===== config.mk =====
export PLATFORM = sky130hd
export DESIGN_NAME = wb_keyboard
export DESIGN_NICKNAME = d
export VERILOG_FILES = /design/src/rtl/wb_keyboard.sv
export SDC_FILE = /design/constraint.sdc
export NUM_CORES = 1
export LEC_CHECK = 0
export ABC_CLOCK_PERIOD_IN_PS = 3000
export BUFFER_PORTS_ARGS = -buffer_cell sky130_fd_sc_hd__buf_4
export CAP_MARGIN = 20
export CORE_UTILIZATION = 55
export DETAILED_ROUTE_END_ITERATION = 6
export PLACE_DENSITY = 0.86
export SYNTH_ARGS = -nofsm -noshare
export SYNTH_HDL_FRONTEND = slang
export SYNTH_SLANG_ARGS = --single-unit

===== constraint.sdc =====
create_clock -name clk -period 3 [get_ports clk]
set_clock_uncertainty 0.1 [all_clocks]
set_input_delay 0.6 -clock clk [delete_from_list [all_inputs] [get_ports clk]]
set_output_delay 0.6 -clock clk [all_outputs]
set_load 0.02 [all_outputs]

===== src/rtl/wb_keyboard.sv =====
// wb_keyboard: PS/2 keyboard receiver feeding a scancode FIFO, read over a
// single-cycle-ACK Wishbone slave with DATA (ADDR[2]=0) and STATUS (ADDR[2]=1).
module wb_keyboard #(
  parameter int FIFO_DEPTH = 8,
  parameter int TIMEOUT    = 50000
) (
  input  logic        clk,
  input  logic        reset,
  input  logic        ps2_clk,
  input  logic        ps2_data,
  input  logic        STB,
  input  logic        WE,
  input  logic [31:0] ADDR,
  input  logic [31:0] DAT_I,
  output logic [31:0] DAT_O,
  output logic        ACK,
  output logic        irq
);

  localparam int AW = $clog2(FIFO_DEPTH);
  localparam int CW = AW + 1;
  localparam int WW = $clog2(TIMEOUT + 1);
  localparam logic [CW-1:0] FULL_CNT = CW'(FIFO_DEPTH);
  localparam logic [WW-1:0] WD_LIMIT = WW'(TIMEOUT);

  typedef enum logic [1:0] {IDLE, DATA, PARITY, STOP} rx_state_t;

  // Synchronizer and edge-detect state
  logic clk_meta, clk_sync, clk_prev, data_meta, data_sync, fall;

  // Receiver state
  rx_state_t     state, state_n;
  logic [2:0]    bit_cnt, bit_cnt_n;
  logic [7:0]    shreg, shreg_n;
  logic          par_bit, par_bit_n;
  logic [WW-1:0] wd, wd_n;
  logic          frame_ok, frame_bad;
  logic          push_pend, err_pend;
  logic [7:0]    push_code;

  // FIFO and bus state
  logic [7:0]    mem [FIFO_DEPTH];
  logic [AW-1:0] wr_ptr, rd_ptr;
  logic [CW-1:0] count, count_n;
  logic          overflow, overflow_n, par_err, par_err_n, served;
  logic          ack_n, pop, push_ok, nonempty, full, wr_status;
  logic [4:0]    count_w;
  logic [31:0]   dat_n;
  logic          unused_bits;

  assign nonempty = (count != '0);
  assign full     = (count == FULL_CNT);
  assign count_w  = 5'(count);
  assign fall     = clk_prev & ~clk_sync;
  assign unused_bits = ^{ADDR[31:3], ADDR[1:0], DAT_I[31:7], DAT_I[4:0], count_w[4]};

  // Bring the asynchronous PS/2 lines into the clk domain; idle level is 1.
  always_ff @(posedge clk) begin
    // NOTE: sequential state always uses non-blocking assignments so every
    // flop samples the pre-edge value of the others.
    if (reset) begin
      clk_meta  <= 1'b1;
      clk_sync  <= 1'b1;
      clk_prev  <= 1'b1;
      data_meta <= 1'b1;
      data_sync <= 1'b1;
    end else begin
      clk_meta  <= ps2_clk;
      clk_sync  <= clk_meta;
      clk_prev  <= clk_sync;
      data_meta <= ps2_data;
      data_sync <= data_meta;
    end
  end

  // Receiver next-state logic: advance only on PS/2 falling edges, or bail out on watchdog expiry.
  always_comb begin
    // NOTE: every output of this block gets a default first so no latch is inferred.
    state_n   = state;
    bit_cnt_n = bit_cnt;
    shreg_n   = shreg;
    par_bit_n = par_bit;
    frame_ok  = 1'b0;
    frame_bad = 1'b0;
    wd_n      = (state == IDLE || fall) ? '0 : wd + 1'b1;
    if (fall) begin
      case (state)
        IDLE: if (!data_sync) begin
          state_n   = DATA;
          bit_cnt_n = 3'd0;
        end
        DATA: begin
          shreg_n   = {data_sync, shreg[7:1]};
          bit_cnt_n = bit_cnt + 3'd1;
          if (bit_cnt == 3'd7) state_n = PARITY;
        end
        PARITY: begin
          par_bit_n = data_sync;
          state_n   = STOP;
        end
        STOP: begin
          state_n = IDLE;
          if (data_sync && (^shreg ^ par_bit)) frame_ok  = 1'b1;
          else                                 frame_bad = 1'b1;
        end
        default: state_n = IDLE;
      endcase
    end else if (state != IDLE && wd == WD_LIMIT) begin
      state_n = IDLE;
      wd_n    = '0;
    end
  end

  // Receiver registers; a finished frame is handed to the FIFO one cycle later.
  always_ff @(posedge clk) begin
    if (reset) begin
      state     <= IDLE;
      bit_cnt   <= 3'd0;
      shreg     <= 8'd0;
      par_bit   <= 1'b0;
      wd        <= '0;
      push_pend <= 1'b0;
      err_pend  <= 1'b0;
      push_code <= 8'd0;
    end else begin
      state     <= state_n;
      bit_cnt   <= bit_cnt_n;
      shreg     <= shreg_n;
      par_bit   <= par_bit_n;
      wd        <= wd_n;
      push_pend <= frame_ok;
      err_pend  <= frame_bad;
      push_code <= shreg;
    end
  end

  // Bus decode, FIFO occupancy and sticky-flag next values (flag set beats clear).
  always_comb begin
    ack_n     = STB & ~ACK & ~served;
    pop       = ack_n & ~WE & ~ADDR[2] & nonempty;
    push_ok   = push_pend & ~full;
    wr_status = ack_n & WE & ADDR[2];
    count_n   = count;
    case ({push_ok, pop})
      2'b10:   count_n = count + 1'b1;
      2'b01:   count_n = count - 1'b1;
      default: count_n = count;
    endcase
    overflow_n = overflow;
    if (wr_status && DAT_I[5]) overflow_n = 1'b0;
    if (push_pend && full)     overflow_n = 1'b1;
    par_err_n = par_err;
    if (wr_status && DAT_I[6]) par_err_n = 1'b0;
    if (err_pend)              par_err_n = 1'b1;
    dat_n = 32'd0;
    if (ack_n && !WE) begin
      if (ADDR[2])       dat_n = {25'd0, par_err, overflow, full, count_w[3:0]};
      else if (nonempty) dat_n = {23'd0, 1'b1, mem[rd_ptr]};
    end
  end

  // FIFO storage; pointer/count bookkeeping lives in the block below.
  always_ff @(posedge clk) begin
    // NOTE: the storage array is deliberately not reset; the cleared count
    // already marks every entry as invalid.
    if (push_ok) mem[wr_ptr] <= push_code;
  end

  // Pointers, flags, interrupt and the one-shot Wishbone handshake.
  always_ff @(posedge clk) begin
    if (reset) begin
      wr_ptr   <= '0;
      rd_ptr   <= '0;
      count    <= '0;
      overflow <= 1'b0;
      par_err  <= 1'b0;
      ACK      <= 1'b0;
      DAT_O    <= 32'd0;
      irq      <= 1'b0;
      served   <= 1'b0;
    end else begin
      if (push_ok) wr_ptr <= wr_ptr + 1'b1;
      if (pop)     rd_ptr <= rd_ptr + 1'b1;
      count    <= count_n;
      overflow <= overflow_n;
      par_err  <= par_err_n;
      ACK      <= ack_n;
      DAT_O    <= dat_n;
      irq      <= (count_n != '0);
      served   <= STB & (served | ack_n);
    end
  end

endmodule

==> results.json <==
{
  "outcome": "finished, final reports clean",
  "startpoint_type": "flip-flop",
  "die_height_microns": 103,
  "ant_nets": 0,
  "clock_path_buffers": 2,
  "synth_edf_count": 64,
  "hp-class": "input port to flip-flop",
  "final_common_cell": "dfxtp_1",
  "fin_nets": 571,
  "register_area_sq_mm": 0.00336,
  "ir_drop_v": 0.000344,
  "fin_tns_setup_ns": 0,
  "place_hpwl_microns": 6670,
  "ys.flop_type": "dfxtp_1",
  "cp_max_fo": 10,
  "critical_path_class": "flip-flop to flip-flop",
  "worst_ep_required_time_ns": 3.28,
  "antenna_found_initial": 0,
  "endpoint_kind": "flip-flop",
  "final_area_sq_mm": 0.00646,
  "htreeDepth": 4,
  "placed_area_sq_mm": 0.00586,
  "avgSynthCellArea_sq_um": 12.2,
  "cts_buffers": 17,
  "port_buffers": 19,
  "layout_setup_ws_ns": 0.166,
  "relSlewSlack": 0.466,
  "synth_area_leaders": "edfxtp_1 (34%), dfxtp_1 (26%), mux4_2 (6.4%)",
  "die_w_microns": 103,
  "synth_top_area_share": 0.342,
  "antenna_cells": 0,
  "power.leakage_nw": 2.21,
  "rsz0062_at_grt": "no",
  "vias": 3445,
  "syn_inst": 459,
  "grt_start_max_net_pins": 50,
  "synth_seq_cells": 136,
  "grt-ovfl-total": 0,
  "yosys_warnings": 0,
  "syn_to_final_growth_pct": 15.1,
  "ctsRootBufferMaster": "clkbuf_8",
  "initial_core_util": 0.572,
  "cts_hold_buf": 0,
  "final_layout_size_suffix_gt1_frac": 0.191,
  "hold_viol": 0,
  "cts_sinks": 136,
  "fp-row-count": 36,
  "slew_violations": 0,
  "fin_crit_ns": 2.83,
  "grt_pass1_wl_microns": 16200,
  "post_drt_wl_per_cell_microns": 16.3,
  "multi_input_area_sq_mm": 0.00204,
  "drtIter0Drc": 222,
  "hold_ws_ns": 0.163,
  "cp.buffers_inverters": 1,
  "postCtsSetupRepairBufs": 0,
  "grt_pass1_vias": 3356,
  "fmaxAchievable_ghz": 0.353,
  "critical-path-top-delay-family": "simple AND/OR/NAND/NOR gates",
  "clkSlewWorstSetupHoldPaths_ns": 0.06,
  "power_density_mw_per_mm2": 627,
  "final_cell_mix": "dfxtp_1 (72), edfxtp_1 (64), nor2_1 (45)",
  "synth_top_cell_by_area": "edfxtp_1",
  "fin_crit_sh": 0.945,
  "setup_violations": 0,
  "fillers": 687,
  "worstMarginPinSlew_ns": 0.801,
  "netlist_area_sq_mm": 0.00562,
  "first_pass_iters": 5,
  "via_per_inst": 5.43,
  "cts-resized-gates": 0,
  "insertion_delay_ns": 0.52,
  "crit_path_max_incr_delay_ns": 0.56,
  "wl_microns": 10400,
  "gp_congestion": 0.787,
  "cts_tree": "built",
  "crit_path_top_delay_cell": "dfxtp_1",
  "synth.distinct_cells": 51,
  "core_sq_mm": 0.00982,
  "groute.usage.overall": 0.210,
  "place_ws_ns": 0.00226,
  "ys_async_sr_fraction": 0,
  "crit_path_cell_trace": "nor4_2 -> buf_4 -> nor4_4 -> ha_1 -> nand2b_1 -> nor4_1 -> and3_1 -> nor3_1 -> xor2_1 -> a31oi_1",
  "die-area_sq_mm": 0.0106,
  "route.detailed.drc": 0,
  "seq_area_frac_synth": 0.599,
  "ios": 104,
  "arrival_ns": 3.12,
  "maxCapViolations": 0
}
## power breakdown
part	internal [mW]	total (mW)	switching, mW	leakage, nW
clock network	1.29	2.05	0.759	0.305
registers	1.93	1.93	0.00322	1.14
logic	0.0146	0.0665	0.0519	0.763
## registers in the layout (all words and copies together) (netlist names), 3 cells and up, named ones only
signal,cells
mem,64
wd,16
DAT_O,9
push_code,8
shreg,8
count,4
bit_cnt,3
rd_ptr,3
wr_ptr,3
## logic make-up (layout without fill, tap and decap cells)
group	after synthesis	after routing	share of synthesized area
xor+xnor	26	26	0.0405
flops	136	136	0.599
fa+ha+maj	12	12	0.0267
other cells	1	23	0.000668
compound gates	48	48	0.0512
buf+inv	55	76	0.0532
mux	28	28	0.0873
simple gates	153	153	0.141
## metrics by stage
step | instances | power, mW | utilization
after floorplan | 481 | 2.04 | -
after global placement | 603 | 2.04 | 0.596
after CTS | 635 | 4.07 | 0.658
after global routing | 635 | 4.16 | 0.658
after detailed placement | 603 | 2.04 | 0.596
final | 635 | 4.05 | 0.658
## final cells by class
type	count	share of cell area
tap	133	0.0257
timing repair buffer	33	0.0383
clock buffer	26	0.0875
inverter	11	0.00639
clock inverter	6	0.00677
sequential	136	0.520
multi-input combinational	290	0.315
## synth_stat cells, types with 3 or more instances
cell and count:
nor2b_1 13, nor3_1 8, o21ai_1 3, or3_1 6, o21ai_0 6, mux2i_1 4
a21oi_1 20, ha_1 12, nor2_1 45, nor3b_1 3, buf_4 23, nand4_1 5
or2_2 5, xnor2_1 17, buf_1 3, inv_1 10, nor4_1 3, dfxtp_1 72
nand3_1 18, buf_2 5, xor2_1 9, nand2b_1 4, a31oi_1 3, mux2_2 7
mux4_2 16, nand2_1 28, clkbuf_1 13, edfxtp_1 64, a22oi_1 9
## routing by layer
metal,part of all wire,vias up,routed length [microns],GRT usage
met5,0,-,0,0
met4,0.018,0,189,0.0997
met3,0.052,16,538,0.0549
met2,0.53,127,5460,0.367
met1,0.40,1645,4190,0.239
li1,-,1657,-,-
## path summary, 6_finish.rpt
path	startpoint	end	slack [ns]	cells past startpoint
worst min-delay path	ps2_clk	clk_meta	0.16	2
worst max-delay path	count[1]	irq	0.17	10
worst min register to register	data_meta	data_sync	0.31	1
worst max register to register	count[1]	irq	0.17	10
Note: power is estimated with default switching activity, not from simulation.
